`src/rtl/opb_ppc2sim_pkg.sv`:
```
// Shared constants for the PPC-to-Simulink OPB register bank.
// Holds the slave FSM state encoding and the bus geometry constants.
package opb_ppc2sim_pkg;

  localparam int OPB_DW    = 32;
  localparam int NUM_LANES = 4;
  localparam int MAX_REGS  = 16;
  localparam int IDX_W     = $clog2(MAX_REGS);

  localparam logic [1:0] ST_IDLE = 2'd0;
  localparam logic [1:0] ST_ACK  = 2'd1;
  localparam logic [1:0] ST_HOLD = 2'd2;

endpackage

```
`src/rtl/opb_slave_ack_fsm.sv`:
```
// OPB slave handshake: address-window decode, IDLE/ACK/HOLD sequencing, xferAck.
// A hit sampled in IDLE raises xferAck for exactly the next cycle; HOLD then
// swallows one cycle so a master still holding select cannot get a double ack.
module opb_slave_ack_fsm
  import opb_ppc2sim_pkg::*;
#(
  parameter int                      C_OPB_AWIDTH = 32,
  parameter logic [C_OPB_AWIDTH-1:0] C_BASEADDR   = '1,
  parameter logic [C_OPB_AWIDTH-1:0] C_HIGHADDR   = '0,
  parameter int                      C_NUM_REGS   = 4
) (
  input  logic                    clk_i,
  input  logic                    rst_i,
  input  logic [C_OPB_AWIDTH-1:0] abus_i,
  input  logic                    rnw_i,
  input  logic                    select_i,
  output logic                    start_o,
  output logic [IDX_W-1:0]        idx_o,
  output logic                    in_range_o,
  output logic [IDX_W-1:0]        idx_q_o,
  output logic                    rnw_q_o,
  output logic                    in_range_q_o,
  output logic                    ack_cycle_o,
  output logic                    xfer_ack_o
);

  localparam logic [C_OPB_AWIDTH-3:0] NUM_WORDS = (C_OPB_AWIDTH-2)'(C_NUM_REGS);

  logic [1:0]              state_q, state_d;
  logic                    ack_q;
  logic [IDX_W-1:0]        idx_q;
  logic                    rnw_q;
  logic                    in_range_q;
  logic [C_OPB_AWIDTH-1:0] offset;
  logic                    hit;

  // The register index comes from offset bits [5:2]; the full word offset decides
  // whether the index is real, so window addresses past the last register
  // are acked but never alias onto a low register.
  assign offset     = abus_i - C_BASEADDR;
  assign hit        = select_i && (abus_i >= C_BASEADDR) && (abus_i <= C_HIGHADDR);
  assign idx_o      = offset[IDX_W+1:2];
  assign in_range_o = (offset[C_OPB_AWIDTH-1:2] < NUM_WORDS);
  assign start_o    = (state_q == ST_IDLE) && hit;

  // Next-state: bus inputs only matter in IDLE; ACK and HOLD are fixed one-cycle steps.
  always_comb begin
    state_d = state_q;
    case (state_q)
      ST_IDLE: if (hit) state_d = ST_ACK;
      ST_ACK:  state_d = ST_HOLD;
      ST_HOLD: state_d = ST_IDLE;
      default: state_d = ST_IDLE;
    endcase
  end

  // State, registered ack, and the transfer attributes captured on acceptance.
  always_ff @(posedge clk_i or posedge rst_i) begin
    if (rst_i) begin
      state_q    <= ST_IDLE;
      ack_q      <= 1'b0;
      idx_q      <= '0;
      rnw_q      <= 1'b0;
      in_range_q <= 1'b0;
    end else begin
      state_q <= state_d;
      ack_q   <= (state_d == ST_ACK);
      if (start_o) begin
        idx_q      <= idx_o;
        rnw_q      <= rnw_i;
        in_range_q <= in_range_o;
      end
    end
  end

  assign idx_q_o      = idx_q;
  assign rnw_q_o      = rnw_q;
  assign in_range_q_o = in_range_q;
  assign ack_cycle_o  = ack_q;
  assign xfer_ack_o   = ack_q;

endmodule

```
`src/rtl/opb_register_ppc2simulink_bank.sv`:
```
// OPB slave bank of software-written control registers driven out to user logic.
// Writes commit on the edge entering ACK (visible and strobed during ACK); reads
// return data only in the ACK cycle, otherwise the slave drives 0 onto the OR-bus.
module opb_register_ppc2simulink_bank
  import opb_ppc2sim_pkg::*;
#(
  parameter logic [31:0] C_BASEADDR   = 32'hFFFFFFFF,
  parameter logic [31:0] C_HIGHADDR   = 32'h00000000,
  parameter int          C_OPB_AWIDTH = 32,
  parameter int          C_OPB_DWIDTH = 32,
  parameter string       C_FAMILY     = "virtex5",
  parameter int          C_NUM_REGS   = 4,
  parameter logic [31:0] C_RST_VAL    = 32'h00000000
) (
  input  logic                      OPB_Clk,
  input  logic                      OPB_Rst,
  input  logic [0:C_OPB_AWIDTH-1]   OPB_ABus,
  input  logic [0:3]                OPB_BE,
  input  logic [0:C_OPB_DWIDTH-1]   OPB_DBus,
  input  logic                      OPB_RNW,
  input  logic                      OPB_select,
  input  logic                      OPB_seqAddr,
  output logic [0:C_OPB_DWIDTH-1]   Sl_DBus,
  output logic                      Sl_xferAck,
  output logic                      Sl_errAck,
  output logic                      Sl_retry,
  output logic                      Sl_toutSup,
  output logic [32*C_NUM_REGS-1:0]  user_data_out,
  output logic [C_NUM_REGS-1:0]     user_wr_strobe
);

  logic              start;
  logic [IDX_W-1:0]  idx, idx_q;
  logic              in_range, in_range_q, rnw_q, ack_cycle;
  logic [OPB_DW-1:0] wdata, rdata;
  logic [NUM_LANES-1:0] lane_en;
  logic [OPB_DW-1:0] regs_q [C_NUM_REGS];
  logic [OPB_DW-1:0] regs_d [C_NUM_REGS];
  logic [C_NUM_REGS-1:0] strobe_q, strobe_d;
  logic              unused_seq;

  // Bursts are treated beat by beat, so the sequential hint carries no meaning here.
  assign unused_seq = OPB_seqAddr;

  // Big-endian bus: DBus[0:7] / BE[0] is the most significant byte, so a plain
  // MSB-aligned copy puts lane k onto register bits [31-8k:24-8k].
  assign wdata   = OPB_DBus;
  assign lane_en = OPB_BE;

  opb_slave_ack_fsm #(
    .C_OPB_AWIDTH (C_OPB_AWIDTH),
    .C_BASEADDR   (C_BASEADDR),
    .C_HIGHADDR   (C_HIGHADDR),
    .C_NUM_REGS   (C_NUM_REGS)
  ) u_fsm (
    .clk_i        (OPB_Clk),
    .rst_i        (OPB_Rst),
    .abus_i       (OPB_ABus),
    .rnw_i        (OPB_RNW),
    .select_i     (OPB_select),
    .start_o      (start),
    .idx_o        (idx),
    .in_range_o   (in_range),
    .idx_q_o      (idx_q),
    .rnw_q_o      (rnw_q),
    .in_range_q_o (in_range_q),
    .ack_cycle_o  (ack_cycle),
    .xfer_ack_o   (Sl_xferAck)
  );

  // Register update and strobe for an accepted in-range write; only enabled lanes move.
  always_comb begin
    strobe_d = '0;
    for (int r = 0; r < C_NUM_REGS; r++) begin
      regs_d[r] = regs_q[r];
      if (start && !OPB_RNW && in_range && (idx == IDX_W'(r))) begin
        strobe_d[r] = 1'b1;
        for (int b = 0; b < NUM_LANES; b++) begin
          if (lane_en[b]) regs_d[r][8*b +: 8] = wdata[8*b +: 8];
        end
      end
    end
  end

  // Register array and one-cycle strobes; reset wins immediately.
  always_ff @(posedge OPB_Clk or posedge OPB_Rst) begin
    if (OPB_Rst) begin
      for (int r = 0; r < C_NUM_REGS; r++) regs_q[r] <= C_RST_VAL;
      strobe_q <= '0;
    end else begin
      for (int r = 0; r < C_NUM_REGS; r++) regs_q[r] <= regs_d[r];
      strobe_q <= strobe_d;
    end
  end

  // Read mux: nonzero only while acking an in-range read.
  always_comb begin
    rdata = '0;
    if (ack_cycle && rnw_q && in_range_q) begin
      for (int r = 0; r < C_NUM_REGS; r++) begin
        if (idx_q == IDX_W'(r)) rdata = regs_q[r];
      end
    end
  end

  for (genvar g = 0; g < C_NUM_REGS; g++) begin : g_out
    assign user_data_out[32*g +: 32] = regs_q[g];
  end

  assign user_wr_strobe = strobe_q;
  assign Sl_DBus        = rdata;
  assign Sl_errAck      = 1'b0;
  assign Sl_retry       = 1'b0;
  assign Sl_toutSup     = 1'b0;

endmodule

```
`config.mk`:
```
export PLATFORM = sky130hd
export DESIGN_NAME = opb_register_ppc2simulink_bank
export DESIGN_NICKNAME = d
export VERILOG_FILES = /design/src/rtl/opb_ppc2sim_pkg.sv /design/src/rtl/opb_slave_ack_fsm.sv /design/src/rtl/opb_register_ppc2simulink_bank.sv
export SDC_FILE = /design/constraint.sdc
export NUM_CORES = 1
export LEC_CHECK = 0
export CAP_MARGIN = 20
export CORE_MARGIN = 2
export CORE_UTILIZATION = 41
export DETAILED_ROUTE_END_ITERATION = 10
export PLACE_DENSITY = 0.79
export SLEW_MARGIN = 20
export SYNTH_ARGS = -nofsm -noshare
export SYNTH_HDL_FRONTEND = slang
export SYNTH_SLANG_ARGS = --single-unit
```
`constraint.sdc`:
```
create_clock -name OPB_Clk -period 5.7 [get_ports OPB_Clk]
set_clock_uncertainty 0.15 [all_clocks]
set_input_delay 1.14 -clock OPB_Clk [delete_from_list [all_inputs] [get_ports OPB_Clk]]
set_output_delay 1.14 -clock OPB_Clk [all_outputs]
set_load 0.01 [all_outputs]
```
Yosys cells after proc, flatten, opt, wreduce, memory -nomap -nowiden
Cells that the tools add are included.
{ "totals": {"input_bits": 73, "ff_bits": 141, "ramBits": 0, "memories": 0, "latchBits": 0, "romBits": 0} }
{ "op_classes": {"n_eq_ne": 8, "mul": 0, "reduce_logical": 31, "n_bitwise": 0, "addsub": 1, "div_mod_pow": 0, "n_lt_le_gt_ge": 3, "muxes": 11, "n_shift": 0} }
{ "ops": {"columns": ["op", "n"], "rows": [
  ["32-bit two-way mux", 5],
  ["32-bit >= comparator, second input constant", 1],
  ["32-bit by 1-bit <= comparator with 1-bit output, second input constant", 1],
  ["2-bit AND reduction", 16],
  ["32-bit subtractor, second input constant", 1],
  ["30-bit by 3-bit less-than comparator with 1-bit output, second input constant", 1],
  ["4-bit by 2-bit == test with 1-bit output, second input constant", 4],
  ["1-bit logical AND", 11],
  ["4-bit by 1-bit == test with 1-bit output, second input constant", 2],
  ["4-bit zero test", 2],
  ["2-bit by 1-bit == test with 1-bit output, second input constant", 2],
  ["1-bit two-way mux", 4],
  ["2-bit one-hot mux with 2 select lines", 1],
  ["2-bit zero test", 1],
  ["2-bit two-way mux", 1],
  ["1-bit zero test", 1]
]} }

Logic depth before layout (Yosys ltp)
{ "logic_depth": {"depth_word": 8, "depth_mapped": 5, "ltp_nobuf": 3} }

Hierarchy
Synthesis repeated with hierarchy kept, for this count alone.
{ "unflattened": {"cells_unflattened": 523, "area_unflattened_um2": 7025.5} }
{ "modules_own_cells": {"columns": ["mod", "cells_per_inst", "area_per_inst_um2", "instances"], "rows": [
  ["opb_register_ppc2simulink_bank", 455, 6426.2, 1],
  ["opb_slave_ack_fsm", 68, 599.3, 1]
]} }

Worst setup path after synthesis
No wires, ideal clock.
{ "synth_timing": {"path_type": "reg2out", "start": "reg u_fsm.idx_q[0], in the netlist u_fsm.idx_q_o[0]", "end": "out Sl_DBus[1] (netlist name)", "required_time_ns": 4.410, "stages_incl_launch_ff": 5, "arrival_ns": 1.232, "path_buffers": 2, "slack_ns": 3.178, "path_cell_list": "dfrtp_1 buf_6 buf_6 mux4_2 nor2b_1"} }
{ "synth_via": {"elab_chain_cells": 6, "elab_cells_between_ends": 9, "cone_classes": "eq/ne (3); mux (5); reduce/logical (1)"} }
{ "synth_rtl": {"columns": ["element", "line", "rtl"], "rows": [
  ["start: declaration", "opb_slave_ack_fsm.sv:31", "logic [IDX_W-1:0] idx_q;"],
  ["start signal: assignment", "opb_slave_ack_fsm.sv:69", "idx_q <= idx_o;"],
  ["4-bit zero test", "opb_register_ppc2simulink_bank.sv:101", "if (idx_q == IDX_W'(r)) rdata = regs_q[r];"],
  ["32-bit two-way mux (3 in a row)", "opb_register_ppc2simulink_bank.sv:101", null],
  ["32-bit two-way mux (*)", "opb_register_ppc2simulink_bank.sv:101", null],
  ["32-bit two-way mux (*)", "opb_register_ppc2simulink_bank.sv:99", "if (ack_cycle && rnw_q && in_range_q) begin"],
  ["end: declaration", "opb_register_ppc2simulink_bank.sv:23", "output logic [0:C_OPB_DWIDTH-1] Sl_DBus,"]
]} }
Mark *: on every way between the ends. The rest lies on a longest branch, timed or not.

Worst setup path in the final report
{ "layout_timing": {"start": "reg u_fsm.idx_q[0], in the netlist u_fsm.idx_q_o[0]", "end": "out Sl_DBus[29] (netlist name)"} }
Same word-level chain as after synthesis.

==> results.md <==
Status:
- The flow ran to the end, and the final reports show no timing, DRC or antenna violations.

Drt:
- After detailed routing, the wire length on met1 is 4.39 mm.
- The pre-antenna-repair detailed-routing pass consisted of 4 iterations.
- The highest metal layer carrying signal wires in the routed design is met4.
- The average vias per placed instance is 4.34.
- The routed via count is 2601.
- The detailed-route wire length is 9.92 mm.
- The detailed-routed wire length on met2 is 4.64 mm.
- The met3 routed wirelength is 763 um.
- The detail-routed net length per standard cell is 16.6 um.
- The count of nets left with antenna violations once routing finished came out at 0.
- The number of design-rule violations left by the first detailed-router iteration is 135.
- For this run, design rule violations remaining after detail routing come to 0.

CTS:
- The buffer depth of the longest clock path is 2.
- In this run, post-CTS hold repair placed 0 buffers.
- The TritonCTS buffer count is 17.
- The clock tree synthesis step divided the H-tree into 4 levels.
- The number of setup buffers added after CTS is 0.
- Clock-pin slew was measured on the worst setup and hold paths at 0.05 ns.
- The tree is rooted in a sky130_fd_sc_hd__clkbuf_16.
- The clock tree from TritonCTS is yes.
- The clock latency on the worst-skew pair is 0.40 ns.
- The count of clock tree sinks is 139.
- The post-CTS resize count is 0.

Setup path:
- The critical path contains buffers and inverters numbering 2 combined.
- STA puts the critical path data required time at 4.41 ns.
- The type of element launching the critical path is a flop.
- The family of cells with the greatest summed delay on the critical path is flip-flops.
- The critical path goes through buf_4, mux2_2, o22ai_1, nor2_1, clkdlybuf4s50_1.
- At the worst endpoint, the arrival time is 2.87 ns.
- The type of the setup path with the least slack is flop to output pin.
- The slowest cell on the critical path is sky130_fd_sc_hd__dfrtp_2.
- The type of destination of the critical path is an output pin.
- In this run the worst path has a maximum fanout of 30.
- The maximum single-stage delay on the critical path is 1.00 ns.

Die:
- The region available for standard cell placement spans 12100 um^2.
- For this design the top-level I/O count stands at 241.
- Measured along the y axis, the die boundary spans 115 um.
- The total number of placement rows is 40.
- The floorplan step set the die width to 115 um.
- The area enclosed by the die boundary is 13300 um^2.
- The initial core utilization is 0.421.

Place:
- OpenSTA, run right after detailed placement, puts the worst setup slack at 1.89 ns.
- In this run the cell area measured after placement is 6390 um^2.
- The number of instances in the placed design is 569.
- Routability-driven placement finished with a final weighted congestion of 0.780.
- The half-perimeter wire length of the detailed placement result is 6.62 mm.
- The quantity of I/O buffers inserted on ports is 166.

Run:
- The tool flagged a number of max-cap violations equal to 0.

Synthesis:
- The count of synthesis-stage warnings from yosys is 0.
- The synthesized design contains 139 register bits.
- Summing every instance area after synthesis gives 5080 um^2.
- The share of the yosys chip area belonging to registers is 0.684.
- A synthesized cell averages 13.6 um^2.
- The number of different library cells used by synthesis comes to 15.
- The gate count of the mapped netlist is 374.

STA:
- Adding up every negative setup slack in the final design gives 0 ns.
- The smallest hold slack is 0.228 ns.
- Counting I/O delays and the setup requirement, the final critical path takes 4.16 ns.
- Setup repair after global routing left no endpoint under its margin.
- Dividing the final minimum period by the clock period gives 0.729.
- The number of hold violations in the final report is 0.
- The worst pin sits at a relative slew slack of 0.361.
- The slew at the pin with the worst max-slew slack is 0.959 ns.
- The final-report max-slew violation count is 0.
- The post-layout worst setup margin is 1.54 ns.
- The total of endpoints with negative setup slack in the final report is 0.
- For this run, the top clock speed supported by timing is 240 MHz.

Power and ir drop:
- The sum of internal, switching and leakage power is 2.05 mW.
- The cell area power density is 295 nW/um^2.
- VDD sags by at most 0.000146 V.
- The static leakage power is 3.06 nW.

Final layout:
- The post-route cell area is 6950 um^2.
- For this run, the share of the core covered by cells in the final layout is 0.576.
- In the final design database the tool counted 493 nets.
- The area growth from synthesis to layout is 36.7%.
- 0 antenna diodes ended up in the layout.
- Of the cells placed in the final design, the portion with a size suffix greater than 1 is 0.172.
- The number of standard cells in the layout, taps in and fillers out is 599.

Min path:
- The class of the worst hold path is flop to flop.

Global routing:
- The total overflow reported by the global router is 0.
- Across every metal layer, demand over resource in global routing totals 0.156.
- The initial antenna violation count is 0.
- The global-route wire length before repair is 15.4 mm.
- Entering global routing, the biggest net connects 97 pins.
- The number of global-route vias before repair is 2751.
-- cells in the mapped netlist --
cell type | instances | share of area
sky130_fd_sc_hd__dfrtp_1 | 139 | 0.68
sky130_fd_sc_hd__clkbuf_1 | 138 | 0.10
sky130_fd_sc_hd__mux4_2 | 24 | 0.11
sky130_fd_sc_hd__nor2b_1 | 24 | 0.030
sky130_fd_sc_hd__mux2_2 | 16 | 0.035
sky130_fd_sc_hd__nor2_1 | 9 | 0.0066
sky130_fd_sc_hd__o22ai_1 | 8 | 0.0098
sky130_fd_sc_hd__buf_2 | 5 | 0.0049
sky130_fd_sc_hd__buf_4 | 3 | 0.0044
sky130_fd_sc_hd__buf_12 | 2 | 0.0079
sky130_fd_sc_hd__buf_6 | 2 | 0.0044
sky130_fd_sc_hd__conb_1 | 1 | 0.00074
sky130_fd_sc_hd__inv_1 | 1 | 0.00074
sky130_fd_sc_hd__nand4_1 | 1 | 0.0012
sky130_fd_sc_hd__or3b_1 | 1 | 0.0017
-- layout by cell type, fill, tap and decap left out --
master,netlist,layout
sky130_fd_sc_hd__buf_4,3,4
sky130_fd_sc_hd__bufinv_16,0,2
sky130_fd_sc_hd__clkbuf_1,138,2
sky130_fd_sc_hd__clkbuf_16,0,17
sky130_fd_sc_hd__clkbuf_8,0,2
sky130_fd_sc_hd__clkdlybuf4s50_1,0,166
sky130_fd_sc_hd__clkinv_2,0,6
sky130_fd_sc_hd__clkinvlp_4,0,1
sky130_fd_sc_hd__conb_1,1,8
sky130_fd_sc_hd__dfrtp_1,139,138
sky130_fd_sc_hd__dfrtp_2,0,1
sky130_fd_sc_hd__inv_6,0,1
sky130_fd_sc_hd__mux2_2,16,16
sky130_fd_sc_hd__mux4_2,24,24
sky130_fd_sc_hd__nand4_1,1,1
sky130_fd_sc_hd__nor2_1,9,9
sky130_fd_sc_hd__nor2b_1,24,24
sky130_fd_sc_hd__o22ai_1,8,8
sky130_fd_sc_hd__or3b_1,1,1
-- layer usage --
metal	vias up	track usage
li1	1207	-
met1	1268	0.209
met2	113	0.225
met3	13	0.0575
met4	0	0.0763
met5	-	0
-- area by class of cell --
type / instances / area [um^2]
flip-flops and latches: 139 / 3480
clock inverters: 9 / 97.6
fillers: 932 / 5110
repair buffers: 170 / 1690
inverters: 1 / 8.76
well taps: 168 / 210
clock buffers: 21 / 460
multi-input cells: 91 / 1000
-- flip-flops by register name, summed over array words and instances, names as in the netlist --
register,count
u_fsm.rnw_q_o,1
user_data_out,128
u_fsm.in_range_q_o,1
user_wr_strobe,4
u_fsm.ack_cycle_o,1
u_fsm.idx_q_o,4
-- power breakdown --
part           total, mW  switching [mW]  internal (mW)
clock network       1.03           0.376          0.656
logic             0.0256          0.0213        0.00424
registers          0.990        0.000658          0.989
-- cells by family (layout without fill, tap and decap cells) --
group	count (synthesis)	in the layout	share of synthesized area
other	1	8	0.000738
DFF	139	139	0.684
muxes	40	40	0.142
AOI/OAI and AO/OA	8	8	0.00985
and+or+nand+nor	35	35	0.0391
buffers and inverters	151	201	0.124
-- final timing paths --
path	from	to	slack, ns	cells past startpoint
min in group asynchronous	OPB_Rst	user_data_out[80]	1.12	2
max in group asynchronous	OPB_Rst	user_data_out[9]	3.21	3
setup / recovery	u_fsm.idx_q_o[0]	Sl_DBus[29]	1.54	5
hold reg to reg	u_fsm.in_range_q_o	u_fsm.in_range_q_o	0.23	0
setup reg to reg	u_fsm.idx_q_o[1]	u_fsm.idx_q_o[1]	4.33	1
hold / removal	u_fsm.in_range_q_o	u_fsm.in_range_q_o	0.23	0
Power figures use the tool's default switching activity.
==> variant 1, RTL diff (config.mk and constraints unchanged) <==
`C_OPB_AWIDTH` is set to 32 in 2 places; all go to 36.
--- a/src/rtl/opb_slave_ack_fsm.sv
+++ b/src/rtl/opb_slave_ack_fsm.sv
@@ -6,3 +6,3 @@
 #(
-  parameter int                      C_OPB_AWIDTH = 32,
+  parameter int                      C_OPB_AWIDTH = 36,
   parameter logic [C_OPB_AWIDTH-1:0] C_BASEADDR   = '1,
--- a/src/rtl/opb_register_ppc2simulink_bank.sv
+++ b/src/rtl/opb_register_ppc2simulink_bank.sv
@@ -8,3 +8,3 @@
   parameter logic [31:0] C_HIGHADDR   = 32'h00000000,
-  parameter int          C_OPB_AWIDTH = 32,
+  parameter int          C_OPB_AWIDTH = 36,
   parameter int          C_OPB_DWIDTH = 32,
Interface: changed (resized OPB_ABus); port bits go from 241 to 245. The function was not compared with the original's and may differ.
==> variant 1 against the original RTL <==
Maximum frequency up 0.82%; setup slack gained 0.034 ns; global-route usage is 1.0 points higher; area after synthesis increased by 5.6%; non-clock buffer count up 2; sequential cell count did not move; final area increased by 6.0%; routed wire length grew 13%; total power up 9.8%; critical path depth unchanged; clock power increased by 19%; critical path type unchanged.
==> variant 1: results <==
group,metric,value,unit
run_status,status,"complete, no violations",
clock_network,clk_path_buf_depth,2,
logic_synthesis,yosys-top-cells-count,"clkbuf_1 (140), dfrtp_1 (139), mux2_1 (60)",
clock_network,cts-htree-levels,4,
placement,dpl.hpwl,7.36,mm
timing,tightest_slew,0.849,ns
placement,io_buffers,166,
layout,diodes,0,
clock_network,ctsRootBufferMaster,"clkbuf_16",
min_path,hold_path.startpoint,"u_fsm.in_range_q_o$_DFFE_PP0N_",
grt,grt_pass1_vias,3236,
logic_synthesis,syn-instance-count,425,
clock_network,cts-resized-gates,0,
logic_synthesis,yosys-top-cells-area,"dfrtp_1 (65%), mux2_1 (13%), clkbuf_1 (9.8%), o22ai_2 (7.0%), nor2_1 (2.2%)",
logic_synthesis,ys.flop_type,"dfrtp_1",
grt,grt_first_pass_wirelength,17.8,mm
pwr,ir_drop,0.192,mV
routing,drt_iter0_drc,134,
logic_synthesis,synthDistinctLibCells,16,
setup_path,path_class,"flip-flop to primary output",
placement,placed_cells,621,
logic_synthesis,seq_area_frac_synth,64.8,%
min_path,min_path_cells,0,
layout,largest_reg_flops,128,
timing,fin_crit_sh,72.4,%
clock_network,path_clk_slew,0.06,ns
grt,antenna_found_initial,0,
setup_path,critPathMaxFanout,33,
placement,gp_congestion,0.713,
grt,grt_max_degree,100,
pwr,leakagePower,3.35,nW
logic_synthesis,ys_warn_count,0,
clock_network,numCtsBuffers,17,
setup_path,r2r_slack,4.53,ns
setup_path,r2r_cells,1,
clock_network,insertion_delay,0.41,ns
grt,grt_use_total,16.6,%
clock_network,postCtsSetupBuffers,0,
routing,wirelength,11.2,mm
min_path,whs_endpoint,"u_fsm.in_range_q_o$_DFFE_PP0N_",
min_path,worst_hold_path_type,"flip-flop to flip-flop",
layout,nets,545,
routing,vias,2926,
layout,drive_gt1_share,15.6,%
layout,stdcell_count,653,
routing,drtPass1Iterations,4,
setup_path,r2r-start,"u_fsm.idx_q_o[1]$_DFFE_PP0N_",
logic_synthesis,async_flop_share,100,%
setup_path,arrival,2.83,ns
setup_path,critPathLaunch,"u_fsm.idx_q_o[0]$_DFFE_PP0N_",
setup_path,reg2reg_to,"u_fsm.idx_q_o[1]$_DFFE_PP0N_",
-- variant 1: worst max path at each step --
| stage | endpoint | slack [ns] | cells past startpoint |
|---|---|---|---|
| 6_report | Sl_DBus[9] | 1.58 | 5 |
| 4_1_cts | Sl_DBus[9] | 1.51 | 5 |
| 5_1_grt | Sl_DBus[11] | 1.38 | 5 |
| 2_1_floorplan | u_fsm.ack_cycle_o$_DFF_PP0_ | 0.69 | 1 |
| 3_5_place_dp | Sl_DBus[9] | 1.97 | 5 |
| 3_3_place_gp | Sl_DBus[17] | 1.98 | 5 |
-- variant 1: where the power goes --
| group | leakage (nW) | switching (mW) | internal (mW) | total, mW |
|---|---|---|---|---|
| sequential | 1.93 | 0.000513 | 0.989 | 0.990 |
| combinational | 1.09 | 0.0211 | 0.00424 | 0.0254 |
| clock | 0.332 | 0.399 | 0.835 | 1.23 |
| total | 3.35 | 0.420 | 1.83 | 2.25 |
-- variant 1: per-stage QoR --
step                setup WS [ns]  hold WS [ns]  cell area, sq um
finish                       1.58         0.228              7360
global route                 1.38         0.249              7360
CTS                          1.51         0.234              7360
detailed placement           1.97         0.222              6690
global placement             1.98         0.215              6690
floorplan                   0.685         0.279              5400
-- variant 1: routing by layer --
metal  GRT usage (%)  part of all wire (%)  vias to the layer above
li1                -                     -                     1380
met1            19.3                    42                     1416
met2            27.0                    49                      109
met3            6.56                   6.8                       21
met4            7.89                   2.1                        0
met5               0                     0                        -
-- variant 1: area by class of cell --
cell class                 instances  area [sq um]
clock buffer                      22           494
clock inverter                    10           185
multi-input combinational        137          1270
timing repair buffer             172          1710
inverter                           1          8.76
tap                              172           215
sequential                       139          3480
fill                            1023          5360
-- variant 1: critical path, cell delays in order (launching register included) --
cell             delay (ns)
dfrtp_2                0.76
buf_4                  0.51
mux2_1                 0.39
o22ai_2                0.14
nor2_1                 0.06
clkdlybuf4s50_1        0.52
-- variant 1: cells by family after synthesis --
logic type | count (synthesis) | share of synthesized area [%]
buf+inv | 156 | 12.0
flops | 139 | 64.8
mux | 63 | 13.4
simple gates | 35 | 2.63
compound gates | 31 | 7.11
other cells | 1 | 0.0698
==> variant 2, RTL diff (same flow settings) <==
Made on the original files. Make the reset (`OPB_Rst` and `rst_i`) synchronous in 2 clocked blocks.
--- a/src/rtl/opb_slave_ack_fsm.sv
+++ b/src/rtl/opb_slave_ack_fsm.sv
@@ -57,3 +57,3 @@
   // State, registered ack, and the transfer attributes captured on acceptance.
-  always_ff @(posedge clk_i or posedge rst_i) begin
+  always_ff @(posedge clk_i) begin
     if (rst_i) begin
--- a/src/rtl/opb_register_ppc2simulink_bank.sv
+++ b/src/rtl/opb_register_ppc2simulink_bank.sv
@@ -85,3 +85,3 @@
   // Register array and one-cycle strobes; reset wins immediately.
-  always_ff @(posedge OPB_Clk or posedge OPB_Rst) begin
+  always_ff @(posedge OPB_Clk) begin
     if (OPB_Rst) begin
Behaviour: same outputs for any inputs over 10 cycles, from zero or initial values and one cycle with OPB_Rst high; that may be too few to reach the edited logic, so the function may still have changed.
==> variant 2 against the original RTL <==
Hold slack improved by 0.096 ns; setup slack improved by 0.32 ns; highest routed layer unchanged; non-clock buffer count did not move; final cell count rose by 31%; sequential cell count did not move; routed wire length rose by 20%; count of clock-buffer cells in the layout fell by 3; final area rose by 6.7%; total power rose by 2.6%; utilization rose by 3.8 points; area after synthesis barely moved.
==> variant 2: results <==
group,metric,value,unit
run_status,status,"complete, no violations",
placement,dpl.hpwl,7.58,mm
grt,grt_pass1_vias,3533,
setup_path,cp_slowest_cell,"dfxtp_4",
clock_network,path_clk_slew,0.06,ns
setup_path,r2r_slack,4.34,ns
setup_path,reg2reg_to,"u_fsm.idx_q_o[0]$_SDFFE_PP0P_",
setup_path,cp_top_family,"flip-flops",
pwr,leakagePower,2.71,nW
routing,drtPass1Iterations,4,
grt,grt_max_degree,70,
logic_synthesis,yosys-top-cells-count,"dfxtp_1 (139), nor2b_1 (134), mux2_2 (62)",
timing,max_slew_margin,39.7,%
layout,multi_input_area,2120,sq um
layout,diodes,0,
routing,wirelength,11.9,mm
placement,postPlaceCellArea,6810,sq um
grt,grt_first_pass_wirelength,18.5,mm
grt,grt_use_total,17.8,%
setup_path,critPathMaxFanout,66,
setup_path,path_class,"flip-flop to primary output",
routing,drt_iter0_drc,172,
placement,gp_congestion,0.745,
logic_synthesis,yosys-top-cells-area,"dfxtp_1 (55%), nor2b_1 (17%), mux2_2 (14%), o22ai_2 (7.4%), nor2_1 (2.3%)",
routing,wl_per_cell,15.2,um
layout,largest-register,"regs_q",
placement,placed_cells,751,
logic_synthesis,syn-instance-count,443,
logic_synthesis,seq_area_frac_synth,54.8,%
setup_path,arrival,2.55,ns
layout,largest_reg_flops,128,
setup_path,r2r_cells,1,
pwr,ir_drop,0.189,mV
setup_path,r2r-start,"u_fsm.idx_q_o[0]$_SDFFE_PP0P_",
routing,vias_per_cell,4.61,
clock_network,insertion_delay,0.41,ns
layout,nFillCells,955,
clock_network,numCtsBuffers,17,
grt,antenna_found_initial,0,
placement,io_buffers,166,
logic_synthesis,async_flop_share,0,%
setup_path,critPathCapture,"Sl_DBus[22]",
clock_network,cts-htree-levels,4,
layout,nets,675,
layout,drive_gt1_share,21.3,%
setup_path,max_stage_delay,0.93,ns
logic_synthesis,synthDistinctLibCells,20,
clock_network,postCtsSetupBuffers,0,
-- variant 2: cell count changes after synthesis, sizes merged, moves of 24 or more --
cell	delta
dfrtp	-139
dfxtp	+139
mux4	-24
mux2	+46
clkbuf	-121
nor2b	+110
-- variant 2: worst min path at each step --
stage / startpoint / endpoint / slack [ns] / depth (start not counted)
floorplan: u_fsm.in_range_q_o$_SDFFE_PP0P_ / u_fsm.in_range_q_o$_SDFFE_PP0P_ / 0.29 / 1
global placement: u_fsm.in_range_q_o$_SDFFE_PP0P_ / u_fsm.in_range_q_o$_SDFFE_PP0P_ / 0.30 / 1
detailed placement: u_fsm.rnw_q_o$_SDFFE_PP0P_ / u_fsm.rnw_q_o$_SDFFE_PP0P_ / 0.31 / 1
CTS: u_fsm.rnw_q_o$_SDFFE_PP0P_ / u_fsm.rnw_q_o$_SDFFE_PP0P_ / 0.33 / 1
global route: u_fsm.rnw_q_o$_SDFFE_PP0P_ / u_fsm.rnw_q_o$_SDFFE_PP0P_ / 0.33 / 1
finish: u_fsm.rnw_q_o$_SDFFE_PP0P_ / u_fsm.rnw_q_o$_SDFFE_PP0P_ / 0.32 / 1
-- variant 2: routing by layer --
layer / up-vias / part of all wire (%) / global-route usage (%)
met3: 17 / 5.6 / 5.54
met2: 108 / 47 / 28.1
li1: 1768 / - / -
met1: 1713 / 45 / 22.3
met5: - / 0 / 0
met4: 0 / 2.1 / 8.35
-- variant 2: logic make-up (layout without fill, tap and decap cells) --
| kind of cell | Yosys count | count (layout) | synth area share, % |
|---|---|---|---|
| flip-flops | 139 | 139 | 54.8 |
| other | 1 | 8 | 0.0738 |
| AO/OA/AOI/OAI | 33 | 33 | 7.83 |
| AND/OR/NAND/NOR | 170 | 170 | 19.4 |
| multiplexers | 63 | 63 | 13.9 |
| buffers and inverters | 37 | 202 | 3.97 |
-- variant 2: layout make-up --
class	count	area share, %
Sequential cell	139	37.6
Multi-Input combinational cell	274	28.6
Timing Repair Buffer	170	22.8
Clock buffer	18	5.79
Tap cell	168	2.84
Clock inverter	14	2.33
-- variant 2: stage by stage --
| step | setup WS, ns | power [mW] |
|---|---|---|
| 5_1_grt | 1.72 | 2.17 |
| 4_1_cts | 1.81 | 2.12 |
| 6_report | 1.86 | 2.10 |
| 3_5_place_dp | 2.26 | 1.02 |
| 3_3_place_gp | 2.28 | 1.02 |
| 2_1_floorplan | 3.14 | 1.01 |
-- variant 2: report_power, final --
group / internal, mW / switching [mW]
clock: 0.689 / 0.417
sequential: 0.973 / 0.000481
combinational: 0.00391 / 0.0170
total: 1.67 / 0.434
